$ cat config.mk
export PLATFORM = sky130hd
export DESIGN_NAME = m68k_bus_decoder_flat
export DESIGN_NICKNAME = d
export VERILOG_FILES = /design/src/rtl/m68k_bus_decoder_if.sv /design/src/rtl/m68k_bus_decoder.sv /design/src/flat_wrapper.sv
export SDC_FILE = /design/constraint.sdc
export NUM_CORES = 1
export LEC_CHECK = 0
export CAP_MARGIN = 25
export CORE_MARGIN = 8
export CORE_UTILIZATION = 52
export DETAILED_ROUTE_END_ITERATION = 8
export PLACE_DENSITY_LB_ADDON = 0.05
export SETUP_SLACK_MARGIN = 0.15
export SLEW_MARGIN = 0
export SYNTH_ARGS = -nofsm -noshare
export SYNTH_HDL_FRONTEND = slang
export SYNTH_SLANG_ARGS = --single-unit
export TNS_END_PERCENT = 50
$ cat constraint.sdc
create_clock -name clk -period 3.61 [get_ports clk]
set_clock_uncertainty 0.05 [all_clocks]
set_input_delay 0.722 -clock clk [delete_from_list [all_inputs] [get_ports clk]]
set_output_delay 0.722 -clock clk [all_outputs]
set_load 0.03 [all_outputs]
$ cat src/rtl/m68k_bus_decoder_if.sv
// 68000 bus bundle between the CPU side (master) and the chip-select decoder (slave).
interface m68k_bus_decoder_if #(
    parameter int NUM_REGIONS = 8,
    parameter int ADDR_W      = 24
);
    localparam int IDX_W = (NUM_REGIONS > 1) ? $clog2(NUM_REGIONS) : 1;

    logic [ADDR_W-1:0]      m68k_a;
    logic                   m68k_as_n;
    logic                   m68k_rw;
    logic [NUM_REGIONS-1:0] cs;
    logic [IDX_W-1:0]       hit_idx;
    logic                   miss;
    logic                   busy;
    logic                   dtack_n;
    logic                   berr_n;

    modport master (
        output m68k_a, m68k_as_n, m68k_rw,
        input  cs, hit_idx, miss, busy, dtack_n, berr_n
    );

    modport slave (
        input  m68k_a, m68k_as_n, m68k_rw,
        output cs, hit_idx, miss, busy, dtack_n, berr_n
    );
endinterface

$ cat src/rtl/m68k_bus_decoder.sv
// Registered 68000 chip-select decoder with per-region direction qualification and wait states.
// Optional feature macro: DECODER_BERR_EN (bus-error timeout on unmapped accesses; otherwise open-bus DTACK).
module m68k_bus_decoder #(
    parameter int                            NUM_REGIONS  = 8,
    parameter int                            ADDR_W       = 24,
    parameter logic [NUM_REGIONS*ADDR_W-1:0] REGION_START = '0,
    parameter logic [NUM_REGIONS*ADDR_W-1:0] REGION_END   = '0,
    parameter logic [2*NUM_REGIONS-1:0]      REGION_RW    = '0,
    parameter logic [4*NUM_REGIONS-1:0]      REGION_WAIT  = '0,
    parameter int                            BERR_TIMEOUT = 64
) (
    input  logic               clk,
    input  logic               reset_n,
    m68k_bus_decoder_if.slave  bus
);
    localparam int IDX_W = (NUM_REGIONS > 1) ? $clog2(NUM_REGIONS) : 1;

    if (NUM_REGIONS < 1 || NUM_REGIONS > 32) begin : g_bad_regions
        $error("m68k_bus_decoder: NUM_REGIONS must be 1..32");
    end
    if (BERR_TIMEOUT < 2 || BERR_TIMEOUT > 255) begin : g_bad_timeout
        $error("m68k_bus_decoder: BERR_TIMEOUT must be 2..255");
    end

    typedef enum logic [2:0] {S_IDLE, S_DECODE, S_WAIT, S_ACK, S_MISS} state_e;

    state_e                 state_q, state_d;
    logic [ADDR_W-1:0]      addr_q, addr_d;
    logic                   rw_q, rw_d;
    logic [NUM_REGIONS-1:0] cs_q, cs_d;
    logic [IDX_W-1:0]       idx_q, idx_d;
    logic                   miss_q, miss_d;
    logic                   busy_q, busy_d;
    logic                   dtack_q, dtack_d;
    logic [3:0]             wcnt_q, wcnt_d;
`ifdef DECODER_BERR_EN
    localparam logic [7:0]  TMO_LAST = 8'(BERR_TIMEOUT - 1);
    logic                   berr_q, berr_d;
    logic [7:0]             tmo_q, tmo_d;
`endif

    // Range test uses a 1-bit extension so that a region starting at 0 or
    // ending at all-ones never degenerates into a constant comparison.
    logic [NUM_REGIONS-1:0] match;
    for (genvar g = 0; g < NUM_REGIONS; g++) begin : g_region
        localparam logic [ADDR_W-1:0] LO  = REGION_START[g*ADDR_W +: ADDR_W];
        localparam logic [ADDR_W-1:0] HI  = REGION_END[g*ADDR_W +: ADDR_W];
        localparam logic [1:0]        DIR = REGION_RW[2*g +: 2];
        assign match[g] = ({addr_q, 1'b1} > {LO, 1'b0})
                       && ({addr_q, 1'b0} < {HI, 1'b1})
                       && (DIR != 2'b11)
                       && (DIR != 2'b01 || rw_q)
                       && (DIR != 2'b10 || !rw_q);
    end

    // Lowest set bit wins, which keeps cs one-hot when regions overlap.
    logic [NUM_REGIONS-1:0] sel;
    logic [IDX_W-1:0]       hit_i;
    logic [3:0]             hit_wait;
    assign sel = match & (~match + NUM_REGIONS'(1));

    always_comb begin
        hit_i = '0;
        for (int i = 0; i < NUM_REGIONS; i++) begin
            if (sel[i]) hit_i = IDX_W'(i);
        end
    end
    assign hit_wait = REGION_WAIT[hit_i*4 +: 4];

    always_comb begin
        state_d = state_q;
        addr_d  = addr_q;
        rw_d    = rw_q;
        cs_d    = cs_q;
        idx_d   = idx_q;
        miss_d  = miss_q;
        busy_d  = busy_q;
        dtack_d = dtack_q;
        wcnt_d  = wcnt_q;
`ifdef DECODER_BERR_EN
        berr_d  = berr_q;
        tmo_d   = tmo_q;
`endif
        if (state_q != S_IDLE && bus.m68k_as_n) begin
            state_d = S_IDLE;
            cs_d    = '0;
            idx_d   = '0;
            miss_d  = 1'b0;
            busy_d  = 1'b0;
            dtack_d = 1'b1;
            wcnt_d  = '0;
`ifdef DECODER_BERR_EN
            berr_d  = 1'b1;
            tmo_d   = '0;
`endif
        end else begin
            case (state_q)
                S_IDLE: begin
                    if (!bus.m68k_as_n) begin
                        addr_d  = bus.m68k_a;
                        rw_d    = bus.m68k_rw;
                        busy_d  = 1'b1;
                        state_d = S_DECODE;
                    end
                end
                S_DECODE: begin
                    if (|sel) begin
                        cs_d    = sel;
                        idx_d   = hit_i;
                        wcnt_d  = hit_wait;
                        state_d = (hit_wait != 4'd0) ? S_WAIT : S_ACK;
                    end else begin
                        miss_d  = 1'b1;
                        wcnt_d  = '0;
`ifdef DECODER_BERR_EN
                        tmo_d   = '0;
`endif
                        state_d = S_MISS;
                    end
                end
                S_WAIT: begin
                    wcnt_d = wcnt_q - 4'd1;
                    if (wcnt_q == 4'd1) state_d = S_ACK;
                end
                S_ACK: dtack_d = 1'b0;
                S_MISS: begin
`ifdef DECODER_BERR_EN
                    if (tmo_q != 8'hff) tmo_d = tmo_q + 8'd1;
                    if (tmo_q >= TMO_LAST) berr_d = 1'b0;
`else
                    dtack_d = 1'b0;
`endif
                end
                default: state_d = S_IDLE;
            endcase
        end
    end

    always_ff @(posedge clk or negedge reset_n) begin
        if (!reset_n) begin
            state_q <= S_IDLE;
            addr_q  <= '0;
            rw_q    <= 1'b1;
            cs_q    <= '0;
            idx_q   <= '0;
            miss_q  <= 1'b0;
            busy_q  <= 1'b0;
            dtack_q <= 1'b1;
            wcnt_q  <= '0;
`ifdef DECODER_BERR_EN
            berr_q  <= 1'b1;
            tmo_q   <= '0;
`endif
        end else begin
            state_q <= state_d;
            addr_q  <= addr_d;
            rw_q    <= rw_d;
            cs_q    <= cs_d;
            idx_q   <= idx_d;
            miss_q  <= miss_d;
            busy_q  <= busy_d;
            dtack_q <= dtack_d;
            wcnt_q  <= wcnt_d;
`ifdef DECODER_BERR_EN
            berr_q  <= berr_d;
            tmo_q   <= tmo_d;
`endif
        end
    end

    assign bus.cs      = cs_q;
    assign bus.hit_idx = idx_q;
    assign bus.miss    = miss_q;
    assign bus.busy    = busy_q;
    assign bus.dtack_n = dtack_q;
`ifdef DECODER_BERR_EN
    assign bus.berr_n  = berr_q;
`else
    assign bus.berr_n  = 1'b1;
`endif
endmodule
$ cat src/flat_wrapper.sv
// flat-port wrapper written by rule: the top's interface ports become plain ports
module m68k_bus_decoder_flat 
#(
    parameter int                            NUM_REGIONS  = 8,
    parameter int                            ADDR_W       = 24,
    parameter logic [NUM_REGIONS*ADDR_W-1:0] REGION_START = '0,
    parameter logic [NUM_REGIONS*ADDR_W-1:0] REGION_END   = '0,
    parameter logic [2*NUM_REGIONS-1:0]      REGION_RW    = '0,
    parameter logic [4*NUM_REGIONS-1:0]      REGION_WAIT  = '0,
    parameter int                            BERR_TIMEOUT = 64
)
  (clk, reset_n, bus_m68k_a, bus_m68k_as_n, bus_m68k_rw, bus_cs, bus_hit_idx, bus_miss, bus_busy, bus_dtack_n, bus_berr_n);
  m68k_bus_decoder_if #(.NUM_REGIONS(NUM_REGIONS), .ADDR_W(ADDR_W)) bus_i ();
  input  logic clk;
  input  logic reset_n;
  input wire logic [$bits(bus_i.m68k_a)-1:0] bus_m68k_a;
  input wire logic [$bits(bus_i.m68k_as_n)-1:0] bus_m68k_as_n;
  input wire logic [$bits(bus_i.m68k_rw)-1:0] bus_m68k_rw;
  output wire logic [$bits(bus_i.cs)-1:0] bus_cs;
  output wire logic [$bits(bus_i.hit_idx)-1:0] bus_hit_idx;
  output wire logic [$bits(bus_i.miss)-1:0] bus_miss;
  output wire logic [$bits(bus_i.busy)-1:0] bus_busy;
  output wire logic [$bits(bus_i.dtack_n)-1:0] bus_dtack_n;
  output wire logic [$bits(bus_i.berr_n)-1:0] bus_berr_n;
  assign bus_i.m68k_a = bus_m68k_a;
  assign bus_i.m68k_as_n = bus_m68k_as_n;
  assign bus_i.m68k_rw = bus_m68k_rw;
  assign bus_cs = bus_i.cs;
  assign bus_hit_idx = bus_i.hit_idx;
  assign bus_miss = bus_i.miss;
  assign bus_busy = bus_i.busy;
  assign bus_dtack_n = bus_i.dtack_n;
  assign bus_berr_n = bus_i.berr_n;
  m68k_bus_decoder #(.NUM_REGIONS(NUM_REGIONS), .ADDR_W(ADDR_W), .REGION_START(REGION_START), .REGION_END(REGION_END), .REGION_RW(REGION_RW), .REGION_WAIT(REGION_WAIT), .BERR_TIMEOUT(BERR_TIMEOUT)) u_core (.clk(clk), .reset_n(reset_n), .bus(bus_i));
endmodule
==> results of run 1 <==
synth_stat cells (all sizes together):
| cell | count |
|---|---|
| dfrtp | 34 |
| mux2 | 24 |
| buf | 16 |
| nor2 | 12 |
| nand2 | 8 |
| a21oi | 7 |
| clkbuf | 5 |
| ha | 5 |
| inv | 5 |
| nor4 | 5 |
| o21ai | 5 |
| nor3 | 3 |
| and2 | 2 |
| conb | 2 |
| nand2b | 2 |
| nor4b | 2 |
| o31ai | 2 |
| or3 | 2 |
| or4 | 2 |
| a211oi | 1 |
| a21o | 1 |
| a221o | 1 |
| a221oi | 1 |
| a31o | 1 |
| a31oi | 1 |
| a41oi | 1 |
| and4 | 1 |
| dfstp | 1 |
| nand3b | 1 |
| nand4bb | 1 |
| nor3b | 1 |
| or3b | 1 |
worst min-delay path: cells and delay by family (launching register included):
kind	cells	cell delay [ps]
and+or+nand+nor	1	50
DFF	1	360
AOI/OAI and AO/OA	1	60
area by class of cell:
type | instances | area share, %
clock buffers | 6 | 2.461
clock inverters | 1 | 0.2401
inverters | 5 | 0.9004
multi-input cells | 104 | 36.43
flip-flops and latches | 35 | 42.08
well taps | 46 | 2.761
repair buffers | 32 | 15.13
power breakdown:
part           internal (W)  switching, W
registers          0.000561      0.000125
logic              0.000283      0.000225
clock network     0.0000902      0.000125
total              0.000934      0.000474
cell families after synthesis:
kind of cell	after synthesis	synth area share, %
buffers and inverters	26	8.304
multiplexers	24	15.46
adder cells (fa/ha/maj)	5	3.579
flip-flops	35	50.18
other	2	0.4297
AND/OR/NAND/NOR	43	14.46
AO/OA/AOI/OAI	21	7.588
registers in the layout, summed over array words and instances, names as in the netlist:
register and count:
u_core.bus.miss 1, u_core.wcnt_q 4, u_core.bus.cs 1, u_core.bus.busy 1
u_core.state_q 3, u_core.bus.dtack_n 1, u_core.addr_q 24
routing by layer:
metal,vias to the layer above,track usage (%),wire [um]
met3,6,5.660,201
li1,578,-,-
met4,0,5.987,53
met1,595,13.37,1313
met5,-,0,0
met2,30,21.48,1668
per-stage QoR:
stage | worst slack (ps) | instances | utilization (%) | hold slack (ps) | total power [W]
after global routing | 1243 | 229 | 63.47 | 477.6 | 0.001501
after global placement | 1189 | 222 | 61.75 | 417.6 | 0.001175
after floorplan | 1405 | 165 | - | 376.4 | 0.001075
after CTS | 1276 | 229 | 63.47 | 449.0 | 0.001425
after detailed placement | 1150 | 222 | 61.75 | 427.1 | 0.001209
final | 1297 | 229 | 63.47 | 445.5 | 0.001409
worst max path at each step:
stage / start / end / slack [ps] / depth (start not counted)
after global routing: u_core.bus.dtack_n$_DFFE_PN1P_ / bus_dtack_n / 1240 / 1
after CTS: u_core.bus.dtack_n$_DFFE_PN1P_ / bus_dtack_n / 1280 / 1
final: u_core.bus.dtack_n$_DFFE_PN1P_ / bus_dtack_n / 1300 / 1
after detailed placement: bus_m68k_as_n / u_core.state_q[0]$_DFFE_PN0P_ / 1150 / 6
after floorplan: u_core.state_q[1]$_DFFE_PN0P_ / u_core.addr_q[0]$_DFFE_PN0P_ / 1400 / 8
after global placement: bus_m68k_as_n / u_core.state_q[0]$_DFFE_PN0P_ / 1190 / 6
==> reports/metrics.cfg, run 1 <==
[final_layout]
multi_input_area_um2=759.5
area.growth.synth_to_final_pct=19.26
fillers=285
drive_gt1_share_pct=21.31
final_cell_mix=34 x dfrtp_1, 30 x clkdlybuf4s50_1, 24 x mux2_2
register_area_um2=877.1
layout_commonest_cell=dfrtp_1
n_antenna_cell=0
layout.nets=216
fin_area_um2=2085

[drt]
ant_nets=0
drt_iter0_markers=122
routed_wl_mm=3.235
vias=1209
routed_via_density=5.279
detail_route.wl_per_cell_um=14.13
drtPass1Iterations=4
route.detailed.drc=0

[place]
port_buffers=30
placed_cell_area_um2=2028
dp_hpwl_mm=2.428
place.gp.congestion=0.7936

[min_path]
hp-start=u_core.bus.busy$_DFFE_PN0P_
worstHoldEndpoint=u_core.bus.busy$_DFFE_PN0P_
whs_path_depth=2
hp-class=flip-flop to flip-flop

[sta]
period_minus_slack_ps=2313
post-route-period-util_pct=64.06
drv_slew=0
fmax_ghz=0.4324
finalSetupViolCount=0
final.setup.tns_ps=0
tightest_slew_ps=507.4
slew-limit-headroom_pct=66.17
rsz0062_at_grt=no
finalHoldViolCount=0

[cts]
cts_hold_buf=0
cts_resized=0
path_clk_slew_ps=100
cts_sinks=35
h-tree-depth=2
clkLatencyLatePin_ps=340
postCtsSetupRepairBufs=0
cts_buffers=5
cts_tree=built
root_buffer=clkbuf_4
clk_path_buf_depth=2

[synth]
synth_top_area_share_pct=48.68
synth_cell_type_count=35
synth_cells=156
avgSynthCellArea_um2=11.20
yosysSeqAreaShare_pct=50.18
yosys.area.top_type=dfrtp_1
synthTopCellsByArea=dfrtp_1 49%, mux2_2 15%, buf_4 4.7%
ys_seq_elements=35
yosysWarnings=0
syn_area_um2=1748

[floorplanning]
die_area_um2=5472
rows=21
core_area_um2=3284
initial_core_util_pct=53.22
io_pins=43
chipHeight_um=73.98
dieWidth_um=73.98

[setup_path]
cpLargestDelayFamily=buffers and inverters
r2r_end=u_core.state_q[2]$_DFFE_PN0P_
path_max_fanout=2
r2r_start=u_core.state_q[1]$_DFFE_PN0P_
reg2reg_depth=4
crit_arrival_ps=1540
end_kind=output port
slowest_stage=clkdlybuf4s50_1
crit_required_ps=2840
crit_buf_inv=1
crit_type=flip-flop to output port
start_kind=flip-flop
max_stage_delay_ps=660
path_cells=clkdlybuf4s50_1
reg2reg_setup_slack_ps=1510

[global_routing]
grt_pass1_wl_mm=5.292
antenna_found_initial=0
grt_pass1_vias=1185
grt_start_max_net_pins=36
grtUsageTotal_pct=12.78
grt_overflow=0

[status]
status=finished clean

[power]
p_leak_nw=0.8786
peakVddDrop_v=0.0003438
power_density_nw_per_um2=675.7

[job]
max-cap-violations=0

Power figures use the tool's default switching activity.
==> inputs of run 2 (changes only) <==
--- a/config.mk
+++ b/config.mk
@@ -7,7 +7,7 @@
 export LEC_CHECK = 0
 export CAP_MARGIN = 25
 export CORE_MARGIN = 8
-export CORE_UTILIZATION = 52
+export CORE_UTILIZATION = 49
 export DETAILED_ROUTE_END_ITERATION = 8
 export PLACE_DENSITY_LB_ADDON = 0.05
 export SETUP_SLACK_MARGIN = 0.15
==> constraint.sdc (replaced) <==
create_clock -name clk -period 2.2 [get_ports clk]
set_clock_uncertainty 0.05 [all_clocks]
set_input_delay 0.44 -clock clk [delete_from_list [all_inputs] [get_ports clk]]
set_output_delay 0.44 -clock clk [all_outputs]
set_load 0.03 [all_outputs]
==> run 2 against run 1 <==
Final area up 2.2%. Core utilization down 0.64 points. Worst setup slack lost 980 ps. Sequential cell count did not move. Via count is 0.41% lower. Total power rose by 67%. Global-route usage is 0.051 points higher. Sequential share of layout area down 0.89 points. First-iteration DRC count down 20%. Clock-buffer cell count unchanged. Cell count up 1.7%.
==> reports/metrics.cfg, run 2 (same netlist as run 1, synthesis figures left out) <==
[status]
status=finished clean

[cts]
root_buffer=clkbuf_4
cts_sinks=35  ; unchanged
cts_buffers=5  ; unchanged
cts_tree=built
postCtsSetupRepairBufs=0  ; unchanged
cts_hold_buf=0  ; unchanged
path_clk_slew_ps=100  ; about the same
cts_resized=0  ; unchanged
clkLatencyLatePin_ps=320  ; -20 ps
clk_path_buf_depth=2  ; unchanged
h-tree-depth=2  ; unchanged

[floorplanning]
core_area_um2=3390  ; +3.2%
initial_core_util_pct=51.57  ; -1.7 points
io_pins=43  ; unchanged
chipHeight_um=75.73  ; +2.4%
die_area_um2=5734  ; +4.8%
dieWidth_um=75.73  ; +2.4%
rows=21  ; unchanged

[setup_path]
path_cells=clkdlybuf4s50_1
crit_buf_inv=1  ; unchanged
end_kind=output port
crit_required_ps=1710  ; -1130 ps
start_kind=flip-flop
path_max_fanout=3  ; +1
cpLargestDelayFamily=buffers and inverters
max_stage_delay_ps=680  ; +20 ps
crit_arrival_ps=1390  ; -150 ps
crit_type=flip-flop to output port
slowest_stage=clkdlybuf4s50_1

[final_layout]
n_antenna_cell=0  ; unchanged
layout_commonest_cell=dfrtp_1
final_cell_mix=34 x dfrtp_1, 29 x clkdlybuf4s50_1, 24 x mux2_2
largest_register_ffs=24  ; unchanged
area.growth.synth_to_final_pct=21.83
reg.largest.list=u_core.addr_q x24, u_core.wcnt_q x4, u_core.state_q x3
top_register=u_core.addr_q
drive_gt1_share_pct=22.99  ; +1.7 points
layout.nets=220  ; +1.9%
fillers=272  ; -4.6%

[drt]
routed_wl_mm=3.214  ; -0.65%
vias=1204  ; -0.41%
routed_via_density=5.167  ; -2.1%
detail_route.wl_per_cell_um=13.79  ; -2.4%
ant_nets=0  ; unchanged
drt_iter0_markers=97  ; -20%
route.detailed.drc=0  ; unchanged
drtPass1Iterations=4  ; unchanged

[place]
pre_cts_ws_ps=212.5  ; -937.3 ps
dp_hpwl_mm=2.454  ; +1.1%
port_buffers=30  ; unchanged
place.gp.congestion=0.8367  ; +5.4%

[min_path]
hp-class=flip-flop to flip-flop

[sta]
post-route-period-util_pct=85.51
period_minus_slack_ps=1881
fmax_ghz=0.5316
fin_ws_ps=318.8  ; -978.6 ps
rsz0062_at_grt=no
finalHoldViolCount=0  ; unchanged
drv_slew=0  ; unchanged
final.setup.tns_ps=0  ; unchanged
finalSetupViolCount=0  ; unchanged

[power]
peakVddDrop_v=0.0004943  ; +44%
fin_total_pwr_w=0.002350  ; +67%
p_leak_nw=0.9088  ; +3.4%
power_density_nw_per_um2=1104  ; +63%

[global_routing]
grt_pass1_vias=1231  ; +3.9%
grt_start_max_net_pins=36  ; unchanged
grtUsageTotal_pct=12.83  ; +0.051 points
antenna_found_initial=0  ; unchanged
grt_pass1_wl_mm=5.540  ; +4.7%
grt_overflow=0  ; unchanged

[job]
max-cap-violations=0  ; unchanged

==> run 2: worst register-to-register path: stages (launching register included) <==
cell	delay [ps]
dfrtp_1	390
or3_1	400
ha_1	270
buf_4	190
nor4_1	270
a221o_1	200
==> run 2: power by group <==
part / leakage [nW] / internal, W / switching, W
clock network: 0.0341 / 0.000148 / 0.000195
logic: 0.450 / 0.000509 / 0.000436
registers: 0.425 / 0.000922 / 0.000141
==> run 2: area by class of cell <==
| class | instances | area (um2) | area share [%] |
|---|---|---|---|
| flip-flops and latches | 35 | 877.1 | 41.19 |
| multi-input cells | 104 | 759.5 | 35.66 |
| repair buffers | 36 | 360.3 | 16.92 |
| well taps | 46 | 57.56 | 2.703 |
| clock buffers | 6 | 51.30 | 2.409 |
| inverters | 5 | 18.77 | 0.8813 |
| clock inverters | 1 | 5.005 | 0.2350 |
==> run 2: metal layers <==
metal | routed length, um | GRT usage [%]
met1 | 1385 | 15.56
met2 | 1597 | 20.52
met3 | 202 | 5.000
met4 | 29 | 3.838
met5 | 0 | 0
==> run 2: worst paths after layout <==
kind	to	slack, ps	depth (start not counted)	from
setup / recovery	bus_miss	320	1	u_core.bus.miss$_DFFE_PN0P_
setup reg to reg	u_core.state_q[0]$_DFFE_PN0P_	400	5	u_core.state_q[1]$_DFFE_PN0P_
min in group asynchronous	u_core.state_q[1]$_DFFE_PN0P_	470	2	reset_n
hold reg to reg	u_core.bus.busy$_DFFE_PN0P_	440	2	u_core.bus.busy$_DFFE_PN0P_
max in group asynchronous	u_core.bus.dtack_n$_DFFE_PN1P_	1300	2	reset_n
hold / removal	u_core.bus.busy$_DFFE_PN0P_	440	2	u_core.bus.busy$_DFFE_PN0P_
==> run 2: stage by stage <==
step | instances | cell area [um2] | hold slack [ps] | util (%)
floorplan | 165 | 1798 | 94.41 | -
global placement | 226 | 2071 | 415.6 | 61.09
detailed placement | 226 | 2071 | 423.3 | 61.09
CTS | 233 | 2127 | 450.4 | 62.75
global route | 233 | 2130 | 484.4 | 62.83
finish | 233 | 2130 | 440.9 | 62.83
